`config.mk`:
```
export PLATFORM = sky130hd
export DESIGN_NAME = shift_seq_ctrl
export DESIGN_NICKNAME = d
export VERILOG_FILES = /design/src/rtl/shift_seq_pkg.sv /design/src/rtl/shift_seq_ctrl_sat_counter.sv /design/src/rtl/shift_seq_ctrl.sv
export SDC_FILE = /design/constraint.sdc
export NUM_CORES = 1
export LEC_CHECK = 0
export CAP_MARGIN = 5
export CORE_AREA = 2 2 62 79
export CTS_CLUSTER_DIAMETER = 120
export DETAILED_ROUTE_END_ITERATION = 10
export DIE_AREA = 0 0 64 81
export GPL_ROUTABILITY_DRIVEN = 1
export PLACE_DENSITY = 0.67
export SYNTH_ARGS = -nofsm -noshare
export SYNTH_HDL_FRONTEND = slang
export SYNTH_SLANG_ARGS = --single-unit
```
`constraint.sdc`:
```
create_clock -name clock -period 2.8 [get_ports clock]
set_clock_uncertainty 0.15 [all_clocks]
set_input_delay 0.56 -clock clock [delete_from_list [all_inputs] [get_ports clock]]
set_output_delay 0.56 -clock clock [all_outputs]
set_load 0.01 [all_outputs]
```
`src/rtl/shift_seq_pkg.sv`:
```
// Shared types and defaults for the serial shift-chain sequencer.
package shift_seq_pkg;

    typedef enum logic [1:0] {
        IDLE  = 2'd0,
        SHIFT = 2'd1,
        FLUSH = 2'd2,
        DONE  = 2'd3
    } state_e;

    localparam int WIDTH_DEF = 8;
    localparam int DEPTH_DEF = 4;
    localparam int CNT_W_DEF = 4;

    localparam int CNT_MAX = (1 << CNT_W_DEF) - 1;

    function automatic int cnt_max(input int w);
        return (1 << w) - 1;
    endfunction

endpackage

```
`src/rtl/shift_seq_ctrl_sat_counter.sv`:
```
// Saturating up-counter with synchronous clear; clear wins over increment.
module sat_counter #(
    parameter int CNT_W = 4
) (
    input  logic             clock,
    input  logic             reset,
    input  logic             clr,
    input  logic             inc,
    output logic [CNT_W-1:0] cnt
);

    localparam logic [CNT_W-1:0] CNT_TOP = '1;

    // Count register, holds at all-ones instead of wrapping.
    always_ff @(posedge clock or negedge reset) begin
        if (!reset) begin
            cnt <= '0;
        end else if (clr) begin
            cnt <= '0;
        end else if (inc && (cnt != CNT_TOP)) begin
            cnt <= cnt + CNT_W'(1);
        end
    end

endmodule

```
`src/rtl/shift_seq_ctrl.sv`:
```
// Sequencer: loads a word, shifts it MSB-first into the chain, flushes with zeros,
// reassembles the word from the chain tap and counts falling-edge pulses.
module shift_seq_ctrl
    import shift_seq_pkg::*;
#(
    parameter int WIDTH = WIDTH_DEF,
    parameter int DEPTH = DEPTH_DEF,
    parameter int CNT_W = CNT_W_DEF
) (
    input  logic             clock,
    input  logic             reset,
    input  logic             req_valid,
    input  logic [WIDTH-1:0] req_data,
    output logic             req_ready,
    output logic             ser_out,
    output logic             ser_en,
    input  logic             tap_in,
    input  logic             edge_in,
    output logic [WIDTH-1:0] rx_data,
    output logic [CNT_W-1:0] edge_cnt,
    output logic             busy,
    output logic             done
);

    localparam int BW = $clog2(WIDTH);
    localparam int FW = $clog2(DEPTH);

    state_e           state_r;
    state_e           state_s;
    logic [WIDTH-1:0] sreg_r;
    logic [BW-1:0]    bitcnt_r;
    logic [FW-1:0]    flcnt_r;
    logic [DEPTH-1:0] en_dly_r;
    logic [WIDTH-1:0] rx_data_r;
    logic             accept_s;
    logic             edge_inc_s;

    assign accept_s   = (state_r == IDLE) && req_valid;
    assign edge_inc_s = ((state_r == SHIFT) || (state_r == FLUSH)) && edge_in;

    // State register.
    always_ff @(posedge clock or negedge reset) begin
        if (!reset) begin
            state_r <= IDLE;
        end else begin
            state_r <= state_s;
        end
    end

    // Next-state decode.
    always_comb begin
        state_s = state_r;
        case (state_r)
            IDLE: begin
                if (accept_s) state_s = SHIFT;
                else          state_s = IDLE;
            end
            SHIFT: begin
                if (bitcnt_r == '0) state_s = FLUSH;
                else                state_s = SHIFT;
            end
            FLUSH: begin
                if (flcnt_r == '0) state_s = DONE;
                else               state_s = FLUSH;
            end
            DONE:    state_s = IDLE;
            default: state_s = IDLE;
        endcase
    end

    // Shift register and the bit/flush counters.
    always_ff @(posedge clock or negedge reset) begin
        if (!reset) begin
            sreg_r   <= '0;
            bitcnt_r <= '0;
            flcnt_r  <= '0;
        end else begin
            case (state_r)
                IDLE: begin
                    if (accept_s) begin
                        sreg_r   <= req_data;
                        bitcnt_r <= BW'(WIDTH - 1);
                    end
                end
                SHIFT: begin
                    sreg_r   <= {sreg_r[WIDTH-2:0], 1'b0};
                    bitcnt_r <= bitcnt_r - BW'(1);
                    if (bitcnt_r == '0) flcnt_r <= FW'(DEPTH - 1);
                end
                FLUSH: begin
                    if (flcnt_r != '0) flcnt_r <= flcnt_r - FW'(1);
                end
                default: begin
                    sreg_r <= sreg_r;
                end
            endcase
        end
    end

    // ser_en delayed by the chain latency marks which tap samples carry data bits.
    always_ff @(posedge clock or negedge reset) begin
        if (!reset) begin
            en_dly_r <= '0;
        end else begin
            en_dly_r <= {en_dly_r[DEPTH-2:0], ser_en};
        end
    end

    // Receive word assembly; the delay line is empty whenever a new word is accepted.
    always_ff @(posedge clock or negedge reset) begin
        if (!reset) begin
            rx_data_r <= '0;
        end else if (accept_s) begin
            rx_data_r <= '0;
        end else if (en_dly_r[DEPTH-1]) begin
            rx_data_r <= {rx_data_r[WIDTH-2:0], tap_in};
        end
    end

    sat_counter #(
        .CNT_W (CNT_W)
    ) u_edge_cnt (
        .clock (clock),
        .reset (reset),
        .clr   (accept_s),
        .inc   (edge_inc_s),
        .cnt   (edge_cnt)
    );

    assign req_ready = (state_r == IDLE);
    assign ser_en    = (state_r == SHIFT);
    assign ser_out   = (state_r == SHIFT) && sreg_r[WIDTH-1];
    assign busy      = (state_r != IDLE);
    assign done      = (state_r == DONE);
    assign rx_data   = rx_data_r;

endmodule
```
# == Word-level counts from Yosys, hierarchy flattened ==
# Cells that the tools add are included.
# word_totals
elab_cells,48
out_inout_bits,17
latch_bits,0
inputBits,13
ff_bits,31
rom_bits,0
memories,0
mem_bits_rw,0
# classes
n_shift,0
reduce_logical,16
add_sub_neg,3
bitwise,0
n_mux,15
div,0
n_eq_ne,7
n_mul,0
n_lt_le_gt_ge,0
# ops
cell,count
2-to-1 mux 8 bit,3
case mux 8 bit (2 select lines),1
nonzero test 2 bit,6
2-to-1 mux 4 bit,2
case mux 2 bit (4 select lines),1
2-to-1 mux 2 bit,3
!= test 2 x 1 -> 1 bit (second input constant),3
case mux 3 bit (2 select lines),1
adder 4 x 1 -> 4 bit (second input constant),1
equality test 2 bit (second input constant),2
logical AND 1 bit,4
zero test 2 bit,2
!= test 4 bit (second input constant),1
case mux 2 bit (2 select lines),1
zero test 3 bit,1
2-to-1 mux 3 bit,1
AND reduction 3 bit,1
subtractor 3 x 1 -> 3 bit (second input constant),1
equality test 2 x 1 -> 1 bit (second input constant),1
2-to-1 mux 1 bit,2
AND reduction 2 bit,1
subtractor 2 x 1 -> 2 bit (second input constant),1
logical OR 1 bit,1

# == Longest topological paths before layout ==
# Gate-level depths: netlist of the first run.
# logic_depth
ltp_word,6
ltp_mapped,7
mapped_depth_nobuf,5

# == By module ==
# A second synthesis of the first run with hierarchy kept.
# unflattened
cells_unflattened,135
area_unflattened_um2,1535.2
# modules_own_cells
mod,area_per_inst_um2,instances,cells_per_inst,seq_area_each_um2
shift_seq_ctrl,1306.3,1,115,675.6
sat_counter,229.0,1,20,100.1

# == Worst setup path after synthesis of the first run ==
# No wires, ideal clock.
# synth_timing
path_kind,flip-flop to output port
start,register (tool-made name)
end,output ser_out
setup_slack_ns,0.848
n_path_buf,2
path_stages_with_launch,6
arrival_ns,1.242
path_cell_list,dfrtp_1 > inv_1 > ha_1 > buf_4 > buf_4 > and2_1
# synth_rtl
item,line_no,rtl
"end, declared",shift_seq_ctrl.sv:15,"output logic ser_out,"

==> results of run 1 <==
-- report_power, final --
group	total, W	switching, W	internal [W]
Sequential	0.000757	0.000134	0.000624
Combinational	0.000820	0.000394	0.000425
Clock	0.000306	0.000141	0.000165
Total	0.00188	0.000669	0.00121
-- metrics by stage --
stage	util (%)	instances	setup slack [ns]	total power, W	cell area [um2]
final	42.2	226	0.160	0.00188	1910
after global routing	42.2	226	0.0595	0.00205	1910
after CTS	42.2	226	0.133	0.00192	1910
after detailed placement	40.6	220	0.451	0.00160	1840
after global placement	40.6	220	0.467	0.00158	1840
after floorplan	-	135	0.848	0.00132	1500
-- cell families (layout without fill, tap and decap cells) --
| group | Yosys count | count (layout) | synth area share [%] |
|---|---|---|---|
| AOI/OAI and AO/OA | 26 | 26 | 11.5 |
| adders and majority gates | 8 | 8 | 6.66 |
| buffers and inverters | 16 | 47 | 5.66 |
| DFF | 31 | 31 | 51.6 |
| muxes | 18 | 18 | 13.0 |
| and+or+nand+nor | 36 | 36 | 11.6 |
-- flip-flops by register name (all words and copies together) (netlist names), named ones only --
| register | count |
|---|---|
| bitcnt_r | 3 |
| en_dly_r | 4 |
| flcnt_r | 2 |
| rx_data | 8 |
| sreg_r | 8 |
| state_r | 1 |
| u_edge_cnt.cnt | 4 |
-- worst register-to-register path, delay by kind of cell (launching register included) --
| kind | cells | cell delay (ns) |
|---|---|---|
| AOI/OAI and AO/OA | 1 | 0.30 |
| adders and majority gates | 1 | 0.34 |
| buffers and inverters | 2 | 0.34 |
| DFF | 1 | 0.37 |
| muxes | 1 | 0.37 |
-- placed cells by master (no fill, tap or decap), types with 4 or more instances in the layout --
master / netlist / routed
clkbuf_8: 0 / 5
nand3_1: 4 / 4
clkdlybuf4s50_1: 0 / 29
o21ai_0: 12 / 12
inv_1: 10 / 10
nand2_1: 14 / 14
ha_1: 8 / 8
nor2_1: 10 / 10
mux2i_1: 15 / 15
dfrtp_1: 31 / 31
a21oi_1: 6 / 6
-- how the worst max path moves through the flow --
stage,from,end,slack [ns]
final,flop,ser_out,0.16
after global routing,flop,ser_out,0.06
after CTS,flop,ser_out,0.13
after detailed placement,flop,ser_out,0.45
after global placement,flop,ser_out,0.47
after floorplan,flop,ser_out,0.85
-- layout make-up --
| type | count | area (um2) | share of cell area [%] |
|---|---|---|---|
| well taps | 60 | 75.1 | 3.93 |
| inverters | 10 | 37.5 | 1.97 |
| multi-input cells | 88 | 642 | 33.6 |
| clock buffers | 6 | 72.6 | 3.80 |
| repair buffers | 31 | 305 | 16.0 |
| flip-flops and latches | 31 | 776 | 40.7 |
-- per-layer routing --
layer  vias up  GRT usage, %
li1        523             -
met1       493          14.4
met2        28          18.9
met3         5          4.29
met4         0          4.57
met5         -             0
==> flow_summary_export.csv, run 1 <==
group,metric,value,unit
status,outcome,"completed",
logic_synthesis,synth_top_area_cell,"dfrtp_1",
drt,num_vias,1049,
worst_setup_path,rrSetupSlack,0.82,ns
logic_synthesis,ys_seq_area_share,51.6,%
finish,antenna_cells,0,
grt,groute.usage.overall,11.8,%
timing,tns,0,ns
logic_synthesis,ys.flop_type,"dfrtp_1",
die,io_pins,30,
job,maxCapViolations,0,
worst_hold_path,hold_end,"en_dly_r[3]$_DFF_PN0_",
clocking,clkLatencyLatePin,0.28,ns
finish,num-nets-final,188,
logic_synthesis,ys_ff_latch,31,
clocking,cts.hold.buffers_added,0,
placement,gpl.final_weighted_congestion,0.727,
drt,wl_met2,1.26,mm
logic_synthesis,yosysMostFrequentCell,"dfrtp_1",
clocking,htree_levels,2,
worst_setup_path,max_stage_delay,0.53,ns
die,die_y,81,um
drt,drt-initial-drc-count,13,
power,vdd_drop_max,0.000408,V
clocking,cts_tree,"built",
power,p_leak,0.884,nW
timing,rsz0062_at_grt,"no",
finish,fillCellCount,438,
worst_setup_path,r2r-end,"flcnt_r[0]$_DFFE_PN0P_",
worst_hold_path,hold_path.class,"reg2reg",
worst_setup_path,path_cells,"inv_1, ha_1, and2_1, clkdlybuf4s50_1",
clocking,cts_setup_buffers,0,
logic_synthesis,ys_warn_count,0,
drt,top_layer,"met4",
logic_synthesis,syn-instance-count,135,
die,fp-row-count,28,
clocking,cts_resized,0,
drt,wl_met1,1.17,mm
drt,ant_nets,0,
logic_synthesis,post_synth_num_cell_types,28,
worst_setup_path,path_depth,4,
timing,fmax,0.379,GHz
worst_hold_path,min-delay-start,"en_dly_r[2]$_DFF_PN0_",
die,initial_core_util,33.3,%
logic_synthesis,ys_top_cells_by_area,"dfrtp_1, mux2i_1, ha_1",
timing,final.min_clock_period,2.64,ns
die,die_area,5180,um2
drt,wirelength,2.62,mm
worst_setup_path,critPathTopFamily,"buffers and inverters",
timing,max_slew_margin,68.6,%
timing,hold_viol_final,0,
worst_setup_path,crit_type,"reg2out",
finish,drive_above_1_share,7.83,%
worst_setup_path,crit_required,2.09,ns
drt,wire_per_inst,11.6,um
die,die_width,64,um
timing,holdWs,0.197,ns
logic_synthesis,synth_edf_count,0,
worst_setup_path,endpoint_kind,"output port",
grt,antenna_found_initial,0,
drt,drcViolationCount,0,
clocking,cts.sinks,31,
timing,tightest_slew,0.461,ns
grt,grt_start_max_net_pins,32,
drt,via_per_inst,4.64,
worst_setup_path,critPathSlowestCell,"clkdlybuf4s50_1",
clocking,cts_buffers,5,
finish,syn2layout_area_growth,27.0,%
worst_setup_path,critPathLaunchType,"flop",
timing,min_period_over_period,94.3,%
logic_synthesis,yosys-top-cells-count,"dfrtp_1, mux2i_1, nand2_1",
placement,portBuffers,29,
worst_hold_path,hold_depth,0,
logic_synthesis,syn_nets,156,
grt,grt_pass1_vias,1030,
drt,route.met3.wl,139,um
clocking,clockRootBuffer,"clkbuf_8",
timing,setup_viol,0,
logic_synthesis,post_synth.cell_area_avg,11.1,um2
die,placeableCoreArea,4520,um2
worst_setup_path,ff2ff_path_depth,5,
logic_synthesis,synth_top_area_share,51.6,%
power,powerDensity,987,nW/um2
logic_synthesis,syn-cell-area,1500,um2
logic_synthesis,ys_async_sr_fraction,100,%
clocking,cts_max_path_buffers,2,
grt,grt_pass1_wl,4.71,mm
worst_setup_path,worstPathMaxFanout,9,
worst_setup_path,critPathArrivalTime,1.93,ns
placement,post-dp-hpwl,1.94,mm
grt,overflow,0,
drt,firstDrtPassIters,3,
timing,slew_viol_final,0,
worst_setup_path,crit_buf_inv,2,
clocking,path_clk_slew,0.06,ns
Power figures use the tool's default switching activity.
==> inputs of run 2 (changes only) <==
Settings changed: ABC_CLOCK_PERIOD_IN_PS set to 2800, CORE_AREA 2 2 62 79 to 5 5 65 82, DIE_AREA 0 0 64 81 to 0 0 70 87.
==> run 2 against run 1 <==
Effect of this change: design area is 1.8% higher; combinational power is 0.9% higher; global-route usage is 2.0 points lower; non-clock buffer count is 1 higher; via count is 0.67% lower; maximum frequency is 5.1% higher; critical path type unchanged; largest cell class unchanged; largest power group unchanged.
==> flow_summary_export.csv, run 2 (same netlist as run 1, synthesis figures left out) <==
group,metric,value,unit
status,outcome,"completed",
clocking,clkLatencyLatePin,0.28,ns
worst_setup_path,worstPathMaxFanout,8,
job,maxCapViolations,0,
worst_setup_path,path_cells,"inv_1, ha_1, inv_1, clkdlybuf4s50_1",
timing,slew_viol_final,0,
grt,met1_usage,10.9,%
grt,antenna_found_initial,0,
placement,portBuffers,29,
timing,tns,0,ns
clocking,htree_levels,2,
finish,num-nets-final,189,
finish,fillCellCount,446,
grt,grt_pass1_wl,4.54,mm
worst_setup_path,crit_type,"reg2out",
die,die_y,87,um
worst_hold_path,hold_path.class,"reg2reg",
timing,min_period_over_period,89.7,%
die,placeableCoreArea,4550,um2
grt,grt_start_max_net_pins,32,
timing,max_slew_margin,69.1,%
power,vdd_drop_max,0.000431,V
drt,wire_per_inst,11.7,um
placement,dp_cells,221,
timing,layout_setup_ws,0.289,ns
clocking,cts.sinks,31,
worst_setup_path,critPathLaunchType,"flop",
timing,tightest_slew,0.454,ns
finish,final_cells,229,
clocking,cts.hold.buffers_added,0,
placement,pre_cts_slack,0.580,ns
drt,ant_nets,0,
grt,groute.usage.overall,9.78,%
power,p_leak,0.903,nW
grt,grt_use_met3,4.62,%
placement,placed_cell_area,1840,um2
grt,grt_pass1_vias,1007,
die,initial_core_util,33.0,%
worst_setup_path,crit_path_frequent_cell,"inv_1",
timing,final.min_clock_period,2.51,ns
die,die_width,70,um
finish,final_cell_mix,"dfrtp_1, clkdlybuf4s50_1, mux2i_1",
clocking,clockRootBuffer,"clkbuf_8",
worst_setup_path,crit_required,2.09,ns
finish,drive_above_1_share,9.47,%
clocking,cts_max_path_buffers,2,
clocking,cts_resized,0,
clocking,cts_tree,"built",
grt,busiest_layer,"met2",
worst_setup_path,endpoint_kind,"output port",
grt,overflow,0,
worst_setup_path,ff2ff_path_depth,4,
placement,post-dp-hpwl,1.96,mm
finish,antenna_cells,0,
finish,stdcell_area,1940,um2
worst_setup_path,critPathSlowestCell,"clkdlybuf4s50_1",
worst_setup_path,max_stage_delay,0.56,ns
die,fp-row-count,28,
worst_hold_path,hold_depth,0,
worst_setup_path,critPathArrivalTime,1.80,ns
timing,holdWs,0.195,ns
finish,syn2layout_area_growth,29.3,%
drt,drt-initial-drc-count,42,
drt,via_per_inst,4.55,
drt,num_vias,1042,
drt,wirelength,2.67,mm
placement,gpl.final_weighted_congestion,0.751,
timing,setup_viol,0,
clocking,cts_setup_buffers,0,
drt,firstDrtPassIters,4,
clocking,cts_buffers,5,
die,io_pins,30,
clocking,path_clk_slew,0.06,ns
power,powerDensity,1010,nW/um2
grt,met2_usage,15.6,%
finish,mostFrequentLayoutCell,"dfrtp_1",
timing,fmax,0.398,GHz
timing,hold_viol_final,0,
drt,drcViolationCount,0,
timing,rsz0062_at_grt,"no",
die,die_area,6090,um2
run 2: cell types whose count changed in the layout (fill, tap and decap cells not counted), sizes merged:
cell    previous run  this run
clkbuf             6         8
buf                2         3
run 2: worst paths after layout:
path / startpoint / end / slack, ns
max: state_r[0]$_DFF_PN0_ / busy / 0.29
min: en_dly_r[1]$_DFF_PN0_ / en_dly_r[2]$_DFF_PN0_ / 0.20
max reg2reg: state_r[0]$_DFF_PN0_ / sreg_r[2]$_DFFE_PN0P_ / 0.95
min reg2reg: en_dly_r[1]$_DFF_PN0_ / en_dly_r[2]$_DFF_PN0_ / 0.20
max in group asynchronous: reset / sreg_r[5]$_DFFE_PN0P_ / 1.70
min in group asynchronous: reset / rx_data[7]$_DFFE_PN0P_ / 0.53
run 2: stage by stage:
step                power, W  util, %
CTS                  0.00200     42.7
global placement     0.00159     40.5
detailed placement   0.00161     40.5
floorplan            0.00132        -
finish               0.00196     42.7
global route         0.00212     42.7
run 2: critical path: cells and delay by family, from the launching register on:
kind	cells	cell delay [ns]
buffers and inverters	3	0.80
adder cells (fa/ha/maj)	1	0.32
flip-flops	1	0.41
run 2: per-layer routing:
metal | part of all wire, % | vias up
li1 | - | 530
met4 | 2.1 | 0
met1 | 44 | 472
met2 | 46 | 35
met5 | 0 | -
met3 | 8.4 | 5
run 2: layout make-up:
| cell class | count | area [um2] | share of cell area (%) |
|---|---|---|---|
| multi-input cells | 88 | 642 | 33.0 |
| flip-flops and latches | 31 | 776 | 39.9 |
| clock buffers | 8 | 100 | 5.15 |
| inverters | 10 | 37.5 | 1.93 |
| repair buffers | 32 | 313 | 16.1 |
| well taps | 60 | 75.1 | 3.86 |
run 2: report_power, final:
| part | leakage (nW) | internal, W | switching (W) |
|---|---|---|---|
| sequential | 0.381 | 0.000623 | 0.000132 |
| clock | 0.0515 | 0.000224 | 0.000151 |
| combinational | 0.470 | 0.000433 | 0.000394 |
| total | 0.903 | 0.00128 | 0.000678 |
==> inputs of run 3 (changes only) <==
Settings changed: CORE_AREA 5 5 65 82 to 5 5 61 77, DIE_AREA 0 0 70 87 to 0 0 66 82, PLACE_DENSITY 0.67 to 0.74.
==> run 3 against run 2 <==
Effect of this change: total power grew 4.6%; final cell count decreased by 2.2%; sequential power increased by 0.5%; critical endpoint unchanged; count of clock-buffer cells in the layout fell by 2; maximum frequency shrank 1.9%; clock power increased by 21%; hold slack improved by 0.0021 ns; global-route usage increased by 2.9 points; core utilization up 6.8 points.
==> flow_summary_export.csv, run 3 (same netlist as run 1, synthesis figures left out) <==
group,metric,value,unit
status,outcome,"completed",
placement,portBuffers,29,
finish,num-nets-final,188,
power,p_leak,0.908,nW
grt,grt_start_max_net_pins,32,
placement,dp_cells,216,
worst_setup_path,critPathLaunchType,"flop",
drt,firstDrtPassIters,4,
power,power_switching,0.000711,W
die,initial_core_util,38.2,%
die,die_width,66,um
finish,drive_above_1_share,9.52,%
timing,final.min_clock_period,2.56,ns
power,p_comb_share,40.8,%
clocking,cts_buffers,5,
timing,rsz0062_at_grt,"no",
die,die_area,5410,um2
worst_setup_path,crit_required,2.09,ns
grt,overflow,0,
worst_setup_path,worstPathMaxFanout,8,
job,maxCapViolations,0,
power,p_sw_share,34.7,%
clocking,cts_setup_buffers,0,
worst_setup_path,rrSetupSlack,0.92,ns
finish,final_cells,224,
placement,gpl.final_weighted_congestion,0.794,
worst_setup_path,critPathTopFamily,"buffers and inverters",
worst_setup_path,max_stage_delay,0.56,ns
worst_setup_path,crit_type,"reg2out",
power,powerDensity,1050,nW/um2
timing,holdWs,0.197,ns
power,vdd_drop_max,0.000477,V
worst_setup_path,crit_path_frequent_cell,"inv_1",
clocking,cts.sinks,31,
grt,grt_pass1_wl,5.19,mm
worst_hold_path,hold_path.class,"reg2reg",
worst_setup_path,path_cells,"inv_1, ha_1, inv_1, clkdlybuf4s50_1",
timing,tightest_slew,0.444,ns
clocking,clkLatencyLatePin,0.29,ns
clocking,clockRootBuffer,"clkbuf_8",
die,io_pins,30,
die,die_y,82,um
clocking,cts_resized,0,
finish,mostFrequentLayoutCell,"dfrtp_1",
timing,hold_viol_final,0,
drt,via_per_inst,4.75,
clocking,htree_levels,2,
finish,final_cell_mix,"dfrtp_1, clkdlybuf4s50_1, mux2i_1",
die,fp-row-count,26,
worst_setup_path,critPathSlowestCell,"clkdlybuf4s50_1",
power,intPower,0.00134,W
timing,slew_viol_final,0,
drt,wirelength,2.99,mm
die,placeableCoreArea,3940,um2
timing,setup_viol,0,
finish,post-route-util,49.5,%
timing,tns,0,ns
clocking,cts_tree,"built",
grt,grt_pass1_vias,1161,
drt,ant_nets,0,
finish,syn2layout_area_growth,29.6,%
drt,wire_per_inst,13.3,um
timing,min_period_over_period,91.5,%
grt,groute.usage.overall,12.7,%
worst_setup_path,endpoint_kind,"output port",
power,p_seq_share,37.1,%
drt,drt-initial-drc-count,30,
clocking,path_clk_slew,0.06,ns
power,power_frac_clock,22.1,%
finish,stdcell_area,1950,um2
clocking,cts.hold.buffers_added,0,
drt,num_vias,1063,
placement,placed_cell_area,1830,um2
timing,fmax,0.390,GHz
worst_setup_path,crit_buf_inv,3,
clocking,cts_max_path_buffers,2,
drt,drcViolationCount,0,
worst_setup_path,critPathArrivalTime,1.85,ns
grt,antenna_found_initial,0,
placement,post-dp-hpwl,2.33,mm
timing,max_slew_margin,69.7,%
finish,antenna_cells,0,
==> run 3: cell count changes in the layout (fill, tap and decap cells not counted) <==
| cell | change |
|---|---|
| buf_4 | -1 |
| bufinv_16 | +1 |
| clkbuf_1 | -1 |
| clkbuf_8 | -1 |
| clkinv_2 | +1 |
==> run 3: worst reg2reg max path: cells and delay by family (launching register included) <==
kind                     cells  cell delay (ns)
AO/OA/AOI/OAI                2             0.28
adder cells (fa/ha/maj)      1             0.37
buffers and inverters        1             0.11
flip-flops                   1             0.43
AND/OR/NAND/NOR              1             0.49
==> run 3: per-stage QoR <==
stage	setup slack [ns]	power, W
after floorplan	0.848	0.00132
after global placement	0.610	0.00156
after detailed placement	0.555	0.00162
after CTS	0.224	0.00208
after global routing	0.103	0.00221
final	0.239	0.00205
==> run 3: power by group through the flow <==
stage | combinational [W] | clock, W | sequential [W]
final | 0.000836 | 0.000452 | 0.000760
after detailed placement | 0.000844 | 0 | 0.000773
after global routing | 0.000923 | 0.000494 | 0.000789
after global placement | 0.000805 | 0 | 0.000755
after CTS | 0.000848 | 0.000467 | 0.000765
after floorplan | 0.000563 | 0 | 0.000752
==> run 3: layout make-up <==
cell class / instances / area [um2]
Clock inverter: 2 / 35.0
Clock buffer: 6 / 82.6
Sequential cell: 31 / 776
Fill cell: 363 / 1990
Timing Repair Buffer: 31 / 305
Multi-Input combinational cell: 88 / 642
Tap cell: 56 / 70.1
Inverter: 10 / 37.5
==> run 3: final timing paths <==
kind                            cells after the start                      to                   from
worst max-delay path                                4                    busy   state_r[0]$_DFF_PN0_
worst min-delay path                                0   en_dly_r[3]$_DFF_PN0_  en_dly_r[2]$_DFF_PN0_
worst max register to register                      5   sreg_r[0]$_DFFE_PN0P_   state_r[0]$_DFF_PN0_
worst min register to register                      0   en_dly_r[3]$_DFF_PN0_  en_dly_r[2]$_DFF_PN0_
max in group asynchronous                           2   sreg_r[4]$_DFFE_PN0P_                  reset
min in group asynchronous                           2  flcnt_r[0]$_DFFE_PN0P_                  reset
==> run 3: layer usage <==
metal | vias up | global-route usage [%] | wire [um]
met5 | - | 0 | 0
met1 | 500 | 13.1 | 1190
met2 | 33 | 22.6 | 1480
met3 | 5 | 5.06 | 275
li1 | 525 | - | -
met4 | 0 | 5.49 | 48
